[src/rtl/fir_input_ctrl.sv]
`default_nettype none
// ============================================================================
// Module   : fir_input_ctrl
// Purpose  : Front-end of the FIR top level. Decodes the slow pin-driven
//            command strobe into (a) a sample stream behind a 2-entry FIFO
//            with a valid/ready handshake and (b) a coefficient bank that is
//            loaded into a shadow copy and committed atomically, so the
//            filter never sees a half-loaded tap set.
// Ports    : clk, rst_n        - clock, asynchronous active-low reset
//            ena               - enable; gates command detection
//            cmd_strobe        - asynchronous strobe, one command per rise
//            cmd_op[1:0]       - 00 SAMPLE, 01 LOAD_START, 10 COEF_WRITE,
//                                11 ABORT/CLEAR
//            data_in           - command payload
//            sample_out/valid  - FIFO head and its valid flag
//            sample_ready      - downstream accepts the head sample
//            coef_flat         - active bank, tap i at [i*COEF_W +: COEF_W]
//            coef_update       - one-cycle pulse on bank commit
//            loading           - high while a bank load is in progress
//            err[1:0]          - sticky: bit0 overflow, bit1 protocol error
// Revision : 1.0 - initial release
// ============================================================================
module fir_input_ctrl #(
  parameter int DATA_W   = 8,
  parameter int COEF_W   = 8,
  parameter int NUM_TAPS = 4
) (
  input  logic                       clk,
  input  logic                       rst_n,
  input  logic                       ena,
  input  logic                       cmd_strobe,
  input  logic [1:0]                 cmd_op,
  input  logic [DATA_W-1:0]          data_in,
  output logic [DATA_W-1:0]          sample_out,
  output logic                       sample_valid,
  input  logic                       sample_ready,
  output logic [NUM_TAPS*COEF_W-1:0] coef_flat,
  output logic                       coef_update,
  output logic                       loading,
  output logic [1:0]                 err
);

  localparam int IDX_W = (NUM_TAPS > 1) ? $clog2(NUM_TAPS) : 1;

  localparam logic [1:0]       c_op_sample     = 2'b00;
  localparam logic [1:0]       c_op_load_start = 2'b01;
  localparam logic [1:0]       c_op_coef_write = 2'b10;
  localparam logic [1:0]       c_op_abort      = 2'b11;
  localparam logic [IDX_W-1:0] c_last_idx      = IDX_W'(NUM_TAPS - 1);

  typedef enum logic [0:0] {
    ST_IDLE = 1'b0,
    ST_LOAD = 1'b1
  } state_t;

  // --------------------------------------------------------------------------
  // Strobe synchroniser and rising-edge detect
  // --------------------------------------------------------------------------
  logic r_sync1;
  logic r_sync2;
  logic r_dly;
  logic w_cmd;

  always_ff @(posedge clk or negedge rst_n) begin
    if (!rst_n) begin
      r_sync1 <= 1'b0;
      r_sync2 <= 1'b0;
      r_dly   <= 1'b0;
    end else begin
      r_sync1 <= cmd_strobe;
      r_sync2 <= r_sync1;
      r_dly   <= r_sync2;
    end
  end

  // The synchroniser keeps running while ena is low, so a strobe that rose
  // during ena=0 has already been consumed by r_dly and is lost for good.
  assign w_cmd = r_sync2 & ~r_dly & ena;

  // --------------------------------------------------------------------------
  // Sample FIFO (2 entries, r_buf0 is always the head)
  // --------------------------------------------------------------------------
  logic [DATA_W-1:0] r_buf0;
  logic [DATA_W-1:0] r_buf1;
  logic [1:0]        r_count;
  logic              w_pop;
  logic              w_sample_cmd;
  logic              w_push;
  logic              w_overflow;

  assign sample_valid = (r_count != 2'd0);
  assign sample_out   = r_buf0;
  assign w_pop        = sample_valid & sample_ready;
  assign w_sample_cmd = w_cmd & (cmd_op == c_op_sample);
  // A full FIFO still accepts a sample if the head leaves in the same cycle.
  assign w_push       = w_sample_cmd & ((r_count != 2'd2) | w_pop);
  assign w_overflow   = w_sample_cmd & ~w_push;

  always_ff @(posedge clk or negedge rst_n) begin
    if (!rst_n) begin
      r_buf0  <= '0;
      r_buf1  <= '0;
      r_count <= 2'd0;
    end else begin
      case ({w_push, w_pop})
        2'b10: begin
          if (r_count == 2'd0) r_buf0 <= data_in;
          else                 r_buf1 <= data_in;
          r_count <= r_count + 2'd1;
        end
        2'b01: begin
          r_buf0  <= r_buf1;
          r_count <= r_count - 2'd1;
        end
        2'b11: begin
          // Count is unchanged; only the contents shift.
          if (r_count == 2'd1) begin
            r_buf0 <= data_in;
          end else begin
            r_buf0 <= r_buf1;
            r_buf1 <= data_in;
          end
        end
        default: ;
      endcase
    end
  end

  // --------------------------------------------------------------------------
  // Coefficient load FSM
  // --------------------------------------------------------------------------
  state_t                  r_state;
  state_t                  w_state_nxt;
  logic [IDX_W-1:0]        r_idx;
  logic [IDX_W-1:0]        w_idx_nxt;
  logic [1:0]              r_err;
  logic [1:0]              w_err_nxt;
  logic                    w_shadow_we;
  logic                    w_commit;
  logic [COEF_W-1:0]       w_coef_data;
  logic [COEF_W-1:0]       r_shadow [NUM_TAPS];
  logic [NUM_TAPS*COEF_W-1:0] w_bank;
  logic [NUM_TAPS*COEF_W-1:0] r_coef;
  logic                    r_update;

  assign w_coef_data = data_in[COEF_W-1:0];

  always_ff @(posedge clk or negedge rst_n) begin
    if (!rst_n) begin
      r_state <= ST_IDLE;
    end else begin
      r_state <= w_state_nxt;
    end
  end

  always_comb begin
    w_state_nxt = r_state;
    w_idx_nxt   = r_idx;
    w_shadow_we = 1'b0;
    w_commit    = 1'b0;
    w_err_nxt   = r_err | {1'b0, w_overflow};
    if (w_cmd) begin
      case (r_state)
        ST_IDLE: begin
          case (cmd_op)
            c_op_load_start: begin
              w_state_nxt = ST_LOAD;
              w_idx_nxt   = '0;
            end
            c_op_coef_write: w_err_nxt[1] = 1'b1;
            // Only one command per edge, so no overflow can be lost here.
            c_op_abort:      w_err_nxt    = 2'b00;
            default: ;
          endcase
        end
        ST_LOAD: begin
          case (cmd_op)
            c_op_load_start: begin
              w_err_nxt[1] = 1'b1;
              w_idx_nxt    = '0;
            end
            c_op_coef_write: begin
              w_shadow_we = 1'b1;
              if (r_idx == c_last_idx) begin
                w_commit    = 1'b1;
                w_idx_nxt   = '0;
                w_state_nxt = ST_IDLE;
              end else begin
                w_idx_nxt = r_idx + IDX_W'(1);
              end
            end
            c_op_abort: begin
              w_idx_nxt   = '0;
              w_state_nxt = ST_IDLE;
            end
            default: ;
          endcase
        end
        default: ;
      endcase
    end
  end

  // The final tap is written in the commit cycle itself, so the committed
  // bank takes it straight from the payload rather than from the shadow.
  for (genvar gi = 0; gi < NUM_TAPS; gi++) begin : g_bank
    if (gi == NUM_TAPS - 1) begin : g_last
      assign w_bank[gi*COEF_W +: COEF_W] = w_coef_data;
    end else begin : g_shadow
      assign w_bank[gi*COEF_W +: COEF_W] = r_shadow[gi];
    end
  end

  always_ff @(posedge clk or negedge rst_n) begin
    if (!rst_n) begin
      r_idx    <= '0;
      r_err    <= 2'b00;
      r_coef   <= '0;
      r_update <= 1'b0;
      for (int i = 0; i < NUM_TAPS; i++) begin
        r_shadow[i] <= '0;
      end
    end else begin
      r_idx    <= w_idx_nxt;
      r_err    <= w_err_nxt;
      r_update <= w_commit;
      if (w_shadow_we) begin
        r_shadow[r_idx] <= w_coef_data;
      end
      if (w_commit) begin
        r_coef <= w_bank;
      end
    end
  end

  assign coef_flat   = r_coef;
  assign coef_update = r_update;
  assign loading     = (r_state == ST_LOAD);
  assign err         = r_err;

endmodule
`default_nettype wire

[config.mk]
export PLATFORM = sky130hd
export DESIGN_NAME = fir_input_ctrl
export DESIGN_NICKNAME = d
export VERILOG_FILES = /design/src/rtl/fir_input_ctrl.sv
export SDC_FILE = /design/constraint.sdc
export NUM_CORES = 1
export LEC_CHECK = 0
export CAP_MARGIN = 40
export CORE_MARGIN = 8
export CORE_UTILIZATION = 50
export CTS_BUF_LIST = sky130_fd_sc_hd__clkbuf_8 sky130_fd_sc_hd__clkbuf_16
export CTS_CLUSTER_SIZE = 14
export DETAILED_ROUTE_END_ITERATION = 10
export GPL_TIMING_DRIVEN = 1
export PLACE_DENSITY = 0.76
export SYNTH_ARGS = -nofsm -noshare
export SYNTH_HDL_FRONTEND = slang
export SYNTH_SLANG_ARGS = --single-unit
[constraint.sdc]
create_clock -name clk -period 4.72 [get_ports clk]
set_input_delay 0.944 -clock clk [delete_from_list [all_inputs] [get_ports clk]]
set_output_delay 0.944 -clock clk [all_outputs]
set_load 0.02 [all_outputs]
==> results of run 1 <==
kinds of logic after synthesis:
family,synth area share
and+or+nand+nor,0.0458
buffers and inverters,0.0579
AOI/OAI and AO/OA,0.0620
adders and majority gates,0.0241
xor gates and xnor gates,0.00241
DFF,0.572
muxes,0.236
state kept, by name, summed over array words and instances, names as in the netlist:
signal	cells
coef_flat	32
r_shadow	24
r_buf1	8
sample_out	8
err	2
r_count	2
r_idx	2
coef_update	1
loading	1
r_dly	1
r_sync1	1
r_sync2	1
where the power goes:
part           switching, mW  internal, mW  leakage, nW
registers             0.0847         0.843         1.07
logic                  0.287         0.284         1.06
clock network          0.273         0.198       0.0840
total                  0.644          1.32         2.21
area by class of cell:
type	instances	area, um^2
clock inverters	7	60.1
repair buffers	60	616
multi-input cells	132	1350
well taps	99	124
fillers	563	2680
clock buffers	9	124
flip-flops and latches	83	2080
inverters	29	109
routing by layer:
metal | up-vias | share of wire | GRT usage | wire, um
li1 | 1016 | - | - | -
met1 | 1076 | 0.46 | 0.179 | 3180
met2 | 62 | 0.46 | 0.232 | 3210
met3 | 9 | 0.058 | 0.0330 | 401
met4 | 0 | 0.018 | 0.0687 | 126
met5 | - | 0 | 0 | 0
critical path, cell delays in order (launching register included):
cell	delay, ns
dfrtp_1	0.43
inv_1	0.08
ha_1	0.24
inv_1	0.14
clkdlybuf4s50_1	0.63
cell usage in the layout, fill, tap and decap left out, drive strengths merged, types with 3 or more instances in the layout:
master and instances:
mux2i 8, mux2 59, dfrtp 83, nor2 10
clkinvlp 3, a21oi 5, nand2 8, clkdlybuf4s50 58
clkbuf 9, a222oi 7, inv 31, ha 7
o21ai 7
how the worst min path moves through the flow:
stage                 start      end  slack [ns]  depth (start not counted)
CTS                 r_sync1  r_sync2        0.36                          0
global route        r_sync1  r_sync2        0.37                          0
floorplan           r_sync1  r_sync2        0.33                          0
global placement    r_sync1  r_sync2        0.33                          0
finish              r_sync1  r_sync2        0.36                          0
detailed placement  r_sync1  r_sync2        0.34                          0
through the flow:
step / hold WS, ns / worst slack [ns] / cell area [um^2]
2_1_floorplan: 0.331 / 2.49 / 3630
3_3_place_gp: 0.335 / 1.76 / 4240
3_5_place_dp: 0.344 / 1.70 / 4270
4_1_cts: 0.359 / 1.89 / 4450
5_1_grt: 0.374 / 1.79 / 4450
6_report: 0.356 / 1.91 / 4450
==> results.txt, run 1 <==
Outcome - finished clean
Top cell type's share of synthesized area - 0.572
Die Y - 101 um
CTS buffer count - 9
Initial Util - 0.509
Worst path required time - 3.78 ns
Area of the mapped netlist - 3630 um^2
1st-iter DRT viols - 77
CTS Hold Buffers Added - 0
Crit Path Class - flip-flop to output port
CP max FO - 6
Clk Latency, worst-skew pair - 0.35 ns
Routed WL - 6.92 mm
Setup_tns - 0 ns
Peak Freq - 0.355 GHz
Row cnt - 31
LEAKAGE - 2.21 nW
Total gr overflow - 0
Ports - 60
Initial antenna violation count - 0
Clock Skews - 0.00725 ns
Worst flop-to-flop path endpoint - coef_flat[27]
Largest net degree at the start of global routing - 67
Ys async rst share - 1.00
Min-delay worst type - flip-flop to flip-flop
Routed Antenna Nets - 0
Reg2reg start - r_dly
Hpwl dp - 4.82 mm
Clock sink count - 83
Register-to-Register Path Depth - 4
Core Footprint - 7140 um^2
Top FF cell, synth - dfrtp_1
Synth area leaders - dfrtp_1, mux2_4, mux2_2
Avg Vias per Cell - 5.16
Reg-to-reg slack, setup - 2.72 ns
Placed Cells incl. Taps - 403
Synth unique cells - 36
Vias in the first global route - 2243
Fin crit share - 0.596
Minimum clock period - 2.81 ns
Worst-Margin Slew - 0.626 ns
First-pass GRT wire length - 11.2 mm
CP Launch Type - flip-flop
First-pass DRT Iterations - 6
Share of layout cells above drive strength 1 - 0.263
Final hold viol count - 0
Postcts setup bufs - 0
Port bufs - 59
Tot Pwr - 1.97 mW
Clock slew at reported path FFs - 0.09 ns
CTS resizes - 0
Seq/Total Area, Yosys - 0.572
Crit path arrival time - 1.87 ns
Clk buf depth - 2
Critical path launch point - r_count[1]
Synth warnings - 0
Setup violators final - 0
Yosys reg bits - 83
All-Layer GR Usage - 0.144
Worst slew margin - 0.583
Fin nets - 337
Final core occ - 0.624
Die Wd - 101 um
CTS tree - yes
CP endpoint kind - output port
Via count - 2163
# DRC - 0
Layout Cells excl Fill - 419
Ratio of total power to cell area - 442 nW/um^2
RSZ-0062 raised after global routing - no
Syn Nets - 273
Mean post-synth cell area - 14.5 um^2
H-tree level count - 3
Gate Count Post-Synth - 251
Setup crit end - sample_valid
EDFF count, synth - 0
Largest area contributor in the netlist - dfrtp_1
Routed wire length per instance - 16.5 um
RePlAce Congestion - 0.831
CTS root buffer - clkbuf_8
Area growth from synthesis to layout - 22.6%
Slew Viols, Final - 0
Die ar. - 10200 um^2
Top-count cell post-synth - dfrtp_1
Max cap viols - 0
Antenna cells - 0
Synth top cells by count - dfrtp_1, mux2_4, inv_1, mux2_2, nor2_1
Peak VDD IR - 0.000408 V
Power figures use the tool's default switching activity.
==> run 2: changes to the inputs <==
--- a/config.mk
+++ b/config.mk
@@ -7,7 +7,7 @@
 export LEC_CHECK = 0
 export CAP_MARGIN = 40
 export CORE_MARGIN = 8
-export CORE_UTILIZATION = 50
+export CORE_UTILIZATION = 48
 export CTS_BUF_LIST = sky130_fd_sc_hd__clkbuf_8 sky130_fd_sc_hd__clkbuf_16
 export CTS_CLUSTER_SIZE = 14
 export DETAILED_ROUTE_END_ITERATION = 10
==> constraint.sdc (replaced) <==
create_clock -name clk -period 2.5 [get_ports clk]
set_input_delay 0.5 -clock clk [delete_from_list [all_inputs] [get_ports clk]]
set_output_delay 0.5 -clock clk [all_outputs]
set_load 0.02 [all_outputs]
==> run 2 against run 1 <==
Against the previous run: sequential share of layout area down 0.97 points; clock power rose by 130%; worst setup slack worse by 1.8 ns; largest power group unchanged; combinational power increased by 91%; via count rose by 0.97%; critical path depth is the same; highest routed layer unchanged; routed wire length is 0.30% higher; die area up 3.5%; sequential power rose by 89%; register-to-register slack lost 2.2 ns; largest cell class unchanged; global-route usage down 0.17 points; count of clock-buffer cells in the layout rose by 1.
==> results.txt, run 2 (synthesis results as in run 1) <==
Outcome - finished clean
Clock Skews - 0.00556 ns (-0.00169 ns)
Die ar. - 10600 um^2 (+3.5%)
Largest net degree at the start of global routing - 40 (-40%)
RePlAce Congestion - 0.864 (+4.0%)
RSZ-0062 raised after global routing - no
H-tree level count - 3 (unchanged)
Fin crit share - 0.954
CP Launch Type - flip-flop
Commonest non-fill, non-tap cell in the layout - dfrtp_1
Port bufs - 59 (unchanged)
Min-delay worst type - input port to asynchronous set/reset pin
Crit path arrival time - 1.88 ns (about the same)
First-pass DRT Iterations - 7 (+1)
Die Wd - 103 um (+1.7%)
Crit Path Class - flip-flop to output port
First-pass GRT wire length - 11.5 mm (+2.4%)
Postcts setup bufs - 0 (unchanged)
Ratio of total power to cell area - 866 nW/um^2 (+96%)
Worst path required time - 2.00 ns (-1.78 ns)
Routed Antenna Nets - 0 (unchanged)
Initial Util - 0.498 (-0.0108)
Area growth from synthesis to layout - 25.2%
Hpwl dp - 5.01 mm (+3.9%)
Clock slew at reported path FFs - 0.09 ns (about the same)
# DRC - 0 (unchanged)
Max cap viols - 0 (unchanged)
Post-place setup slack - 0.114 ns (-1.59 ns)
CP endpoint kind - output port
Routed wire length per instance - 16.3 um (-1.3%)
Clk Latency, worst-skew pair - 0.35 ns (about the same)
LEAKAGE - 2.27 nW (+2.8%)
Core Footprint - 7290 um^2 (+2.2%)
Setup_tns - 0 ns (unchanged)
CTS buffer count - 9 (unchanged)
Final hold viol count - 0 (unchanged)
Slew Viols, Final - 0 (unchanged)
Ports - 60 (unchanged)
Clk buf depth - 2 (unchanged)
CTS Hold Buffers Added - 0 (unchanged)
Final core occ - 0.624 (about the same)
Worst-Margin Slew - 0.614 ns (-0.0116 ns)
CTS root buffer - clkbuf_8
Clock sink count - 83 (unchanged)
CTS tree - yes
Peak Freq - 0.419 GHz
Minimum clock period - 2.38 ns
Setup violators final - 0 (unchanged)
Vias in the first global route - 2283 (+1.8%)
CTS resizes - 0 (unchanged)
Row cnt - 31 (unchanged)
Total gr overflow - 0 (unchanged)
Via count - 2184 (+0.97%)
Share of layout cells above drive strength 1 - 0.278 (+0.0158)
Die Y - 103 um (+1.7%)
Worst slew margin - 0.590 (+0.00770)
Post-route setup slack - 0.115 ns (-1.79 ns)
Filler cell count - 582 (+3.4%)
Commonest non-fill, non-tap cells in the layout - dfrtp_1, clkdlybuf4s50_1, mux2_4
Routed WL - 6.94 mm (+0.30%)
CP max FO - 6 (unchanged)
Avg Vias per Cell - 5.13 (-0.69%)
Initial antenna violation count - 0 (unchanged)
Peak VDD IR - 0.000580 V (+42%)
1st-iter DRT viols - 80 (+3.9%)
Antenna cells - 0 (unchanged)
Fin nets - 344 (+2.1%)
All-Layer GR Usage - 0.142 (-0.00168)
Max FFs per register - 32 (unchanged)
-- run 2: final timing paths --
kind / end / cells after the start / start / slack, ns
hold reg to reg: r_sync2 / 0 / r_sync1 / 0.36
min in group clk: r_sync2 / 0 / r_sync1 / 0.36
setup reg to reg: sample_out[7] / 5 / r_count[0] / 0.53
max in group asynchronous: err[1] / 2 / rst_n / 1.87
setup / recovery: sample_valid / 4 / r_count[1] / 0.12
hold / removal: r_shadow[27] / 1 / rst_n / 0.05
-- run 2: stage by stage --
step	hold slack, ns	cell area, um^2	power [mW]	instances
final	0.0493	4550	3.94	426
after global routing	0.0482	4550	4.15	426
after CTS	0.0364	4550	3.99	426
after detailed placement	0.342	4320	2.87	410
after global placement	0.338	4320	2.84	410
after floorplan	0.204	3630	2.42	251
-- run 2: power breakdown --
part | leakage [nW] | total, mW | internal, mW | switching [mW]
Clock | 0.115 | 1.10 | 0.602 | 0.495
Combinational | 1.09 | 1.09 | 0.541 | 0.552
Sequential | 1.07 | 1.75 | 1.59 | 0.159
-- run 2: worst max-delay path, stage by stage, from the launching register on --
cell and delay (ns):
dfrtp_1 0.43, inv_1 0.09, ha_1 0.24, inv_1 0.14
clkdlybuf4s50_1 0.63
-- run 2: layout make-up --
| class | instances | area (um^2) | share of cell area |
|---|---|---|---|
| clock inverter | 6 | 96.3 | 0.0212 |
| inverter | 29 | 109 | 0.0239 |
| multi-input combinational | 132 | 1350 | 0.296 |
| clock buffer | 10 | 138 | 0.0303 |
| tap | 99 | 124 | 0.0272 |
| sequential | 83 | 2080 | 0.457 |
| timing repair buffer | 67 | 661 | 0.145 |
-- run 2: routing by layer --
| metal | wire [um] | vias to the layer above | GRT usage |
|---|---|---|---|
| li1 | - | 1031 | - |
| met1 | 3110 | 1089 | 0.179 |
| met2 | 3280 | 52 | 0.224 |
| met3 | 435 | 12 | 0.0405 |
| met4 | 111 | 0 | 0.0601 |
| met5 | 0 | - | 0 |
==> run 3: changes to the inputs <==
==> constraint.sdc (replaced) <==
create_clock -name clk -period 2.5 [get_ports clk]
set_input_delay 0.25 -clock clk [delete_from_list [all_inputs] [get_ports clk]]
set_output_delay 0.25 -clock clk [all_outputs]
set_load 0.02 [all_outputs]
==> run 3 against run 2 <==
Against the previous run: sequential share of layout area is 0.61 points higher; register-to-register slack lost 0.04 ns; total power is 2.8% lower; combinational power is essentially flat; final area decreased by 1.3%; clock power decreased by 11%; critical path type unchanged; largest cell class unchanged; largest power group unchanged.
==> results.txt, run 3 (synthesis results as in run 1) <==
Outcome - finished clean
Clk buf depth - 2 (unchanged)
Critical path, cell by cell - inv_1 -> ha_1 -> inv_1 -> clkdlybuf4s50_1
Ports - 60 (unchanged)
Commonest non-fill, non-tap cells in the layout - dfrtp_1, clkdlybuf4s50_1, inv_1, mux2_4, mux2_2
Fin crit share - 0.858 (-0.0953)
1st-iter DRT viols - 127 (+59%)
Die Y - 103 um (unchanged)
Routed wire length per instance - 17.1 um (+5.0%)
Routed WL - 7.22 mm (+4.0%)
Min-delay worst type - input port to flip-flop
Most frequent CP cell - inv_1
# DRC - 0 (unchanged)
Peak VDD IR - 0.000600 V (+3.4%)
Clock Skews - 0.0109 ns (+0.00530 ns)
Initial antenna violation count - 0 (unchanged)
Slew Viols, Final - 0 (unchanged)
Clock sink count - 83 (unchanged)
Reg power frac - 0.458 (+0.014)
All-Layer GR Usage - 0.147 (+0.00486)
CTS tree - yes
Total gr overflow - 0 (unchanged)
Routed Antenna Nets - 0 (unchanged)
Sw Pwr - 1.23 mW (+2.3%)
Minimum clock period - 2.15 ns (-0.238 ns)
Share of layout cells above drive strength 1 - 0.263 (-0.0151)
Area growth from synthesis to layout - 23.6%
Final hold viol count - 0 (unchanged)
Clk network pwr share - 0.256 (-0.022)
Postcts setup bufs - 0 (unchanged)
Row cnt - 31 (unchanged)
CTS buffer count - 9 (unchanged)
Vias in the first global route - 2377 (+4.1%)
Int Pwr - 2.60 mW (-5.0%)
CTS root buffer - clkbuf_8
Commonest non-fill, non-tap cell in the layout - dfrtp_1
Peak Freq - 0.466 GHz (+11%)
Avg Vias per Cell - 5.18 (+1.0%)
Clock slew at reported path FFs - 0.08 ns (about the same)
Grt met2 use - 0.239 (+0.0149)
Placed Cells incl. Taps - 405 (-1.2%)
Multi-input gate area - 1350 um^2 (unchanged)
Fin nets - 340 (-1.2%)
Setup_tns - 0 ns (unchanged)
RSZ-0062 raised after global routing - no
Busiest grt layer - met2
First-pass DRT Iterations - 8 (+1)
Sw Share - 0.322 (+0.0158)
Slowest CP cell - clkdlybuf4s50_1
Layout Cells excl Fill - 422 (-0.94%)
Final core occ - 0.616 (-0.00824)
Max FFs per register - 32 (unchanged)
Register area - 2080 um^2 (unchanged)
Initial Util - 0.498 (unchanged)
LEAKAGE - 2.24 nW (-1.6%)
Logic pwr share - 0.286 (+0.009)
Worst slew margin - 0.554 (-0.0368)
CP max FO - 6 (unchanged)
Antenna cells - 0 (unchanged)
Worst path required time - 2.25 ns (+0.25 ns)
Ratio of total power to cell area - 853 nW/um^2 (-1.5%)
Largest net degree at the start of global routing - 84 (+110%)
Met3 Track Usage GR - 0.0493 (+0.00878)
Worst-Margin Slew - 0.670 ns (+0.0551 ns)
Hpwl dp - 4.92 mm (-1.8%)
Die Wd - 103 um (unchanged)
Max cap viols - 0 (unchanged)
CP endpoint kind - output port
Filler cell count - 598 (+2.7%)
CP Launch Type - flip-flop
Via count - 2186 (+0.092%)
Core Footprint - 7290 um^2 (unchanged)
Crit path arrival time - 1.90 ns (+0.02 ns)
Crit Path Class - flip-flop to output port
Die ar. - 10600 um^2 (unchanged)
Worst Hold Slack - 0.334 ns (+0.285 ns)
Crit path largest cell delay - 0.63 ns (about the same)
GR Util met1 - 0.177 (-0.00144)
H-tree level count - 3 (unchanged)
First-pass GRT wire length - 11.9 mm (+3.1%)
Setup violators final - 0 (unchanged)
Clk Latency, worst-skew pair - 0.36 ns (about the same)
Port bufs - 59 (unchanged)
RePlAce Congestion - 0.837 (-3.2%)
run 3: area by class of cell:
class,count,area share
clock inverters,7,0.0173
inverters,29,0.0242
clock buffers,9,0.0276
repair buffers,63,0.141
multi-input cells,132,0.300
well taps,99,0.0276
flip-flops and latches,83,0.463
run 3: metrics by stage:
step	area (um^2)	total power, mW	setup slack [ns]
2_1_floorplan	3630	2.42	0.630
3_3_place_gp	4280	2.83	0.303
3_5_place_dp	4280	2.88	0.257
4_1_cts	4490	3.86	0.352
5_1_grt	4490	4.03	0.256
6_report	4490	3.83	0.354
run 3: worst paths after layout:
| kind | start | end | slack, ns | cells past startpoint |
|---|---|---|---|---|
| max in group asynchronous | rst_n | r_buf1[1] | 1.69 | 3 |
| min in group asynchronous | rst_n | coef_flat[8] | 0.46 | 3 |
| worst max-delay path | r_count[1] | sample_valid | 0.35 | 4 |
| worst min register to register | r_sync1 | r_sync2 | 0.35 | 0 |
| worst max register to register | r_count[1] | sample_out[7] | 0.49 | 6 |
| worst min-delay path | cmd_strobe | r_sync1 | 0.33 | 1 |
run 3: per-layer routing:
| layer | share of wire | routed length [um] |
|---|---|---|
| met1 | 0.45 | 3240 |
| met2 | 0.48 | 3440 |
| met4 | 0.013 | 97 |
| met3 | 0.061 | 438 |
| met5 | 0 | 0 |
run 3: power groups by stage:
stage	Sequential, mW	Combinational (mW)	Clock [mW]
5_1_grt	1.79	1.18	1.06
3_3_place_gp	1.77	1.06	0
6_report	1.75	1.10	0.980
2_1_floorplan	1.88	0.543	0
4_1_cts	1.76	1.11	1.00
3_5_place_dp	1.78	1.10	0
run 3: critical path, delay by kind of cell, from the launching register on:
family | cells | cell delay [ns]
buffers and inverters | 3 | 0.87
flip-flops | 1 | 0.43
adder cells (fa/ha/maj) | 1 | 0.24
run 3: what timing repair did:
| action | 4_1_cts | 5_1_grt |
|---|---|---|
| setup endpoints to repair | 0 | 0 |
| resized for setup | 0 | 0 |
| hold endpoints to repair | 83 | 0 |
| hold buffers | 1 | 0 |
